`src/rtl/operand_stage_v_pkg.sv`:
```
// Shared opcode constants, immediate-format codes and the opcode-to-format
// decode used by the operand stage and its immediate generator.
package operand_stage_v_pkg;

    localparam logic [6:0] OP_R_TYPE = 7'h33;
    localparam logic [6:0] OP_I_IMM  = 7'h13;
    localparam logic [6:0] OP_I_LOAD = 7'h03;
    localparam logic [6:0] OP_S_TYPE = 7'h23;
    localparam logic [6:0] OP_B_TYPE = 7'h63;
    localparam logic [6:0] OP_J_JAL  = 7'h6F;
    localparam logic [6:0] OP_I_JALR = 7'h67;
    localparam logic [6:0] OP_U_LUI  = 7'h37;
    localparam logic [6:0] OP_U_AUIPC = 7'h17;

    typedef enum logic [2:0] {
        IMM_NONE = 3'd0,
        IMM_I    = 3'd1,
        IMM_S    = 3'd2,
        IMM_B    = 3'd3,
        IMM_J    = 3'd4,
        IMM_U    = 3'd5
    } imm_type_e;

    // Which immediate layout an opcode carries (JALR shares the I layout).
    function automatic imm_type_e imm_type_of(input logic [6:0] op);
        imm_type_e t;
        t = IMM_NONE;
        case (op)
            OP_I_IMM, OP_I_LOAD, OP_I_JALR: t = IMM_I;
            OP_S_TYPE:                      t = IMM_S;
            OP_B_TYPE:                      t = IMM_B;
            OP_J_JAL:                       t = IMM_J;
            OP_U_LUI, OP_U_AUIPC:           t = IMM_U;
            default:                        t = IMM_NONE;
        endcase
        return t;
    endfunction

endpackage

```
`src/rtl/operand_stage_v_imm_gen.sv`:
```
// Immediate generator: extracts the immediate of the selected format from the
// raw instruction word and sign-extends it to DATA_W.
module operand_stage_v_imm_gen
    import operand_stage_v_pkg::*;
#(
    parameter int DATA_W = 32
) (
    input  logic [31:0]       instr,
    input  imm_type_e         imm_type,
    output logic [DATA_W-1:0] imm
);

    logic signed [31:0] imm32;

    // Reassemble the 32-bit immediate for each encoding format.
    always_comb begin
        imm32 = '0;
        case (imm_type)
            IMM_I: imm32 = {{20{instr[31]}}, instr[31:20]};
            IMM_S: imm32 = {{20{instr[31]}}, instr[31:25], instr[11:7]};
            IMM_B: imm32 = {{19{instr[31]}}, instr[31], instr[7], instr[30:25], instr[11:8], 1'b0};
            IMM_J: imm32 = {{11{instr[31]}}, instr[31], instr[19:12], instr[20], instr[30:21], 1'b0};
            IMM_U: imm32 = {instr[31:12], 12'b0};
            default: imm32 = '0;
        endcase
    end

    // Signed size cast widens with sign extension when DATA_W > 32.
    assign imm = DATA_W'(imm32);

endmodule

```
`src/rtl/operand_stage_v.sv`:
```
// Decode-to-execute operand stage: forwarding, operand/target construction and
// a single valid/ready output register between regfile read and the ALU.
module operand_stage_v
    import operand_stage_v_pkg::*;
#(
    parameter int DATA_W = 32,
    parameter int PC_W   = 32,
    parameter bit FWD_EN = 1'b1
) (
    input  logic              clk,
    input  logic              reset,
    input  logic              flush,
    input  logic              in_valid,
    output logic              in_ready,
    input  logic [31:0]       instr,
    input  logic [PC_W-1:0]   pc,
    input  logic [DATA_W-1:0] reg1_data,
    input  logic [DATA_W-1:0] reg2_data,
    input  logic              exmem_wr,
    input  logic [4:0]        exmem_rd,
    input  logic [DATA_W-1:0] exmem_data,
    input  logic              memwb_wr,
    input  logic [4:0]        memwb_rd,
    input  logic [DATA_W-1:0] memwb_data,
    output logic              out_valid,
    input  logic              out_ready,
    output logic [DATA_W-1:0] operand1,
    output logic [DATA_W-1:0] operand2,
    output logic [DATA_W-1:0] s_data,
    output logic [PC_W-1:0]   target,
    output logic [6:0]        out_op,
    output logic [2:0]        out_funct3,
    output logic [4:0]        out_rd,
    output logic              illegal
);

    logic [6:0]        op;
    logic [4:0]        rs_idx   [2];
    logic [DATA_W-1:0] reg_data [2];
    logic [DATA_W-1:0] src_val  [2];
    logic [DATA_W-1:0] imm;
    logic [PC_W-1:0]   imm_pc;
    logic [DATA_W-1:0] pc_ext;
    logic              load;

    logic [DATA_W-1:0] operand1_next, operand2_next, s_data_next;
    logic [PC_W-1:0]   target_next;
    logic [4:0]        out_rd_next;
    logic              illegal_next;

    logic              out_valid_reg;
    logic [DATA_W-1:0] operand1_reg, operand2_reg, s_data_reg;
    logic [PC_W-1:0]   target_reg;
    logic [6:0]        out_op_reg;
    logic [2:0]        out_funct3_reg;
    logic [4:0]        out_rd_reg;
    logic              illegal_reg;

    assign op          = instr[6:0];
    assign rs_idx[0]   = instr[19:15];
    assign rs_idx[1]   = instr[24:20];
    assign reg_data[0] = reg1_data;
    assign reg_data[1] = reg2_data;

    // Per-source forwarding: x0 reads zero, the younger EX/MEM result wins over MEM/WB.
    genvar gi;
    generate
        for (gi = 0; gi < 2; gi++) begin : g_src
            if (FWD_EN) begin : g_fwd
                assign src_val[gi] = (rs_idx[gi] == 5'd0)                     ? '0 :
                                     (exmem_wr && (exmem_rd == rs_idx[gi])) ? exmem_data :
                                     (memwb_wr && (memwb_rd == rs_idx[gi])) ? memwb_data :
                                                                              reg_data[gi];
            end else begin : g_direct
                assign src_val[gi] = reg_data[gi];
            end
        end
    endgenerate

    operand_stage_v_imm_gen #(
        .DATA_W(DATA_W)
    ) u_imm_gen (
        .instr   (instr),
        .imm_type(imm_type_of(op)),
        .imm     (imm)
    );

    assign imm_pc = PC_W'($signed(imm));
    assign pc_ext = DATA_W'(pc);

    // Operand map: choose ALU operands, store data, target and rd by opcode.
    always_comb begin
        operand1_next = '0;
        operand2_next = '0;
        s_data_next   = '0;
        target_next   = '0;
        out_rd_next   = instr[11:7];
        illegal_next  = 1'b0;
        case (op)
            OP_R_TYPE: begin
                operand1_next = src_val[0];
                operand2_next = src_val[1];
            end
            OP_I_IMM, OP_I_LOAD: begin
                operand1_next = src_val[0];
                operand2_next = imm;
            end
            OP_S_TYPE: begin
                operand1_next = src_val[0];
                operand2_next = imm;
                s_data_next   = src_val[1];
                out_rd_next   = 5'd0;
            end
            OP_B_TYPE: begin
                operand1_next = src_val[0];
                operand2_next = src_val[1];
                target_next   = pc + imm_pc;
                out_rd_next   = 5'd0;
            end
            OP_J_JAL: begin
                operand1_next = pc_ext;
                operand2_next = DATA_W'(4);
                target_next   = pc + imm_pc;
            end
            OP_I_JALR: begin
                operand1_next = pc_ext;
                operand2_next = DATA_W'(4);
                target_next   = (PC_W'(src_val[0]) + imm_pc) & {{(PC_W-1){1'b1}}, 1'b0};
            end
            OP_U_LUI: begin
                operand2_next = imm;
            end
            OP_U_AUIPC: begin
                operand1_next = pc_ext;
                operand2_next = imm;
            end
            default: begin
                illegal_next = 1'b1;
                out_rd_next  = 5'd0;
            end
        endcase
    end

    assign in_ready = !out_valid_reg || out_ready;
    assign load     = in_valid && in_ready;

    // Output slot: reset clears everything, flush only drops valid, else load or drain.
    always_ff @(posedge clk) begin
        if (reset) begin
            out_valid_reg  <= 1'b0;
            operand1_reg   <= '0;
            operand2_reg   <= '0;
            s_data_reg     <= '0;
            target_reg     <= '0;
            out_op_reg     <= '0;
            out_funct3_reg <= '0;
            out_rd_reg     <= '0;
            illegal_reg    <= 1'b0;
        end else if (flush) begin
            out_valid_reg <= 1'b0;
        end else if (load) begin
            out_valid_reg  <= 1'b1;
            operand1_reg   <= operand1_next;
            operand2_reg   <= operand2_next;
            s_data_reg     <= s_data_next;
            target_reg     <= target_next;
            out_op_reg     <= op;
            out_funct3_reg <= instr[14:12];
            out_rd_reg     <= out_rd_next;
            illegal_reg    <= illegal_next;
        end else if (out_ready) begin
            out_valid_reg <= 1'b0;
        end
    end

    assign out_valid  = out_valid_reg;
    assign operand1   = operand1_reg;
    assign operand2   = operand2_reg;
    assign s_data     = s_data_reg;
    assign target     = target_reg;
    assign out_op     = out_op_reg;
    assign out_funct3 = out_funct3_reg;
    assign out_rd     = out_rd_reg;
    assign illegal    = illegal_reg;

endmodule

```
`config.mk`:
```
export PLATFORM = sky130hd
export DESIGN_NAME = operand_stage_v
export DESIGN_NICKNAME = d
export VERILOG_FILES = /design/src/rtl/operand_stage_v_pkg.sv /design/src/rtl/operand_stage_v_imm_gen.sv /design/src/rtl/operand_stage_v.sv
export SDC_FILE = /design/constraint.sdc
export NUM_CORES = 1
export LEC_CHECK = 0
export BUFFER_PORTS_ARGS = -buffer_cell sky130_fd_sc_hd__buf_4
export CORE_MARGIN = 10
export CORE_UTILIZATION = 45
export DETAILED_ROUTE_END_ITERATION = 8
export PLACE_DENSITY_LB_ADDON = 0.3
export SYNTH_ARGS = -nofsm -noshare
export SYNTH_HDL_FRONTEND = slang
export SYNTH_HIERARCHICAL = 1
export SYNTH_SLANG_ARGS = --single-unit
```
`constraint.sdc`:
```
create_clock -name clk -period 5.8 [get_ports clk]
set_clock_uncertainty 0.2 [all_clocks]
set_input_delay 0.29 -clock clk [delete_from_list [all_inputs] [get_ports clk]]
set_output_delay 0.29 -clock clk [all_outputs]
set_load 0.02 [all_outputs]
```
==> impl_metrics.ini <==
[route]
post_drt_via_cell_ratio = 6.294
routed-via-count = 14030
met1Wirelength_um = 23160
wl_um = 56310
top_layer_used = met4
drtPass1Iterations = 8
wl_met3_um = 6233
drc = 0
first_iter_violations = 1676
ant_nets = 0
routedWlPerCell_um = 25.26
wl_met2_um = 25190

[critical_path]
required_ns = 5.92
worstSetupStartpoint = instr[1]
crit_path_frequent_cell = buf_4
path_cells = dlygate4sd3_1 -> buf_4 -> nand2_1 -> or2_2 -> nor3_1 -> buf_4 -> nor2b_2 -> nand2_1 -> o21ai_1 -> inv_1 -> fa_1 -> o21ai_0 -> a31oi_1 -> buf_4 -> nor2_1 -> nor4_1 -> o31ai_1 -> nor3_1 -> o31ai_4 -> a21oi_1 -> o41ai_2 -> buf_4 -> mux2i_1 -> o21ai_1
arrival_ns = 5.59
crit_path_max_fanout = 13
cp_num_buf_inv = 6
crit_family = compound AO/OA/AOI/OAI gates
ff2ff_path_depth = 8
critical_path.endpoint = target[30]
max_stage_delay_ns = 0.53
r2r-end = illegal
worstSetupEndpointType = flip-flop
r2r_setup_slack_ns = 2.94
r2r_start = out_valid
cp.depth = 24
path_class = in -> reg
crit_slowest_cell = dlygate4sd3_1
critPathLaunchType = input pin

[floorplanning]
die-area_um2 = 32520
coreArea_um2 = 25250
io_pins = 355
rows = 58
initial_utilization_pct = 45.81
die_x_um = 180.3
fp.dieH_um = 180.3

[power]
powerDensity_nw_per_um2 = 200.0
ir_drop_mv = 0.1393
leakagePower_nw = 6.733

[timing]
timing.setup.tns_ns = 0
finalSetupViolCount = 0
slew_headroom_pct = 31.71
period_share_pct = 94.37
fin_crit_ns = 5.473
worst_slack_ns = 0.3268
tightest_slew_ns = 1.024
whs_ns = -0.004401
final_max_slew_viol_count = 0
rsz0062_at_grt = false
final_hold_viol_count = 2
fmax_mhz = 182.7

[yosys]
synth_area_per_cell_um2 = 7.551
syn-cell-area_um2 = 11570
ys_ff_latch = 145
yosysUniqueCellTypes = 74
synth_edf_count = 0
yosys-top-cells-area = dfxtp_1 25%, nor2_1 7.9%, a221oi_1 5.8%
ys_seq_area_share_pct = 25.09
syn-num-nets = 1790
ys.flop_type = dfxtp_1
ys_warn_count = 6
synth_top_area_share_pct = 25.09
syn_inst = 1532
synth_area_leader_cell = dfxtp_1
async_flop_share_pct = 0

[clock_network]
clkTransAtPathRegs_ns = 0.07
htree_levels = 4
cts_tree = done
clkLatencyLatePin_ns = 0.43
clockBufferDepth = 2
cts_buffers = 17
cts_sinks = 145
clockRootBuffer = clkbuf_16

[place]
gp_congestion = 0.9641
place_ws_ns = 0.2577
io_buffer_count = 354
dp_hpwl_um = 43780
placed_cell_area_um2 = 14640

[finish]
final_util_pct = 62.05
layout-drive-gt1-share_pct = 25.96
layout.nets = 2140
area_delta_synth_final_pct = 35.45
fin_area_um2 = 15670

[worst_hold_path]
hold_class = in -> reg

[run]
drv_cap = 0

[global_routing]
grt_pass1_wl_um = 83860
first_global_vias = 13360
track_usage_pct = 32.57
grt_overflow = 0
antenna_found_initial = 3
grt_max_degree = 84

[status]
status = finished with violations
violations = negative hold slack
==> report_power, final <==
group	total (W)	internal [W]	switching, W
logic	0.000879	0.000363	0.000516
registers	0.00106	0.00104	0.0000262
clock network	0.00119	0.000657	0.000534
total	0.00313	0.00206	0.00108
==> worst min-delay path by stage <==
stage / startpoint / endpoint / slack (ns) / depth (start not counted)
after detailed placement: out_op[0] / out_op[0] / 0.25 / 2
after global routing: pc[12] / operand1[12] / 0.02 / 3
final: pc[12] / operand1[12] / -0.004 / 3
after global placement: target[0] / target[0] / 0.24 / 2
after floorplan: flush / out_valid / 0.17 / 1
after CTS: pc[2] / operand1[2] / 0.002 / 3
==> cells in the final DEF (no fill, tap or decap), drive strengths merged, types with 40 or more instances in the layout <==
cell type	count
buf	416
o21ai	71
a21oi	73
nand2	91
nor3	107
nand3	40
ha	47
xnor2	53
dfxtp	145
a221oi	77
a211oi	58
nor2	242
mux2i	60
==> worst min-delay path, cell delays in order <==
cell and delay (ns):
buf_4 0.09, a221oi_1 0.07, nor3_1 0.13
==> timing repair <==
item / 4_1_cts / 5_1_grt
hold buffers: 34 / 0
hold endpoints to repair: 33 / 0
setup endpoints to repair: 0 / 14
setup buffers: 0 / 1
gates resized for setup: 0 / 14
==> logic make-up after synthesis <==
group | after synthesis | share of synthesized area (%)
and+or+nand+nor | 582 | 23.00
adders and majority gates | 53 | 5.775
muxes | 61 | 5.289
buffers and inverters | 139 | 4.888
xor gates and xnor gates | 81 | 6.132
DFF | 145 | 25.09
AOI/OAI and AO/OA | 471 | 29.82
==> Yosys cell counts (22+ instances only) <==
library cell,count
a22oi_1,38
xor2_1,28
a221oi_1,76
dfxtp_1,145
nor3_1,107
mux2i_1,60
a31oi_1,22
a21o_1,37
o21ai_0,63
nand3_1,40
a21oi_1,73
nand2_1,91
a211oi_1,58
xnor2_1,53
ha_1,47
clkbuf_1,92
nor2_1,242
==> per-layer routing <==
layer | vias to the layer above | global-route usage (%)
li1 | 6440 | -
met2 | 851 | 50.41
met3 | 101 | 7.851
met1 | 6637 | 43.17
met4 | 0 | 11.48
met5 | - | 0
==> stage by stage <==
step | total power (W) | hold slack [ns] | instances
2_1_floorplan | 0.001543 | 0.1693 | 1532
3_5_place_dp | 0.001922 | 0.2470 | 2158
5_1_grt | 0.003245 | 0.01830 | 2227
6_report | 0.003134 | -0.004401 | 2229
3_3_place_gp | 0.001919 | 0.2411 | 2158
4_1_cts | 0.003114 | 0.001958 | 2224
==> final cells by class <==
| type | instances | area, um2 |
|---|---|---|
| antenna | 4 | 10.01 |
| clock buffer | 17 | 425.4 |
| clock inverter | 15 | 192.7 |
| fill | 2318 | 9584 |
| inverter | 20 | 75.07 |
| multi-input combinational | 1248 | 8188 |
| sequential | 145 | 2903 |
| tap | 330 | 412.9 |
| timing repair buffer | 450 | 3463 |
Note: power is estimated with default switching activity, not from simulation.
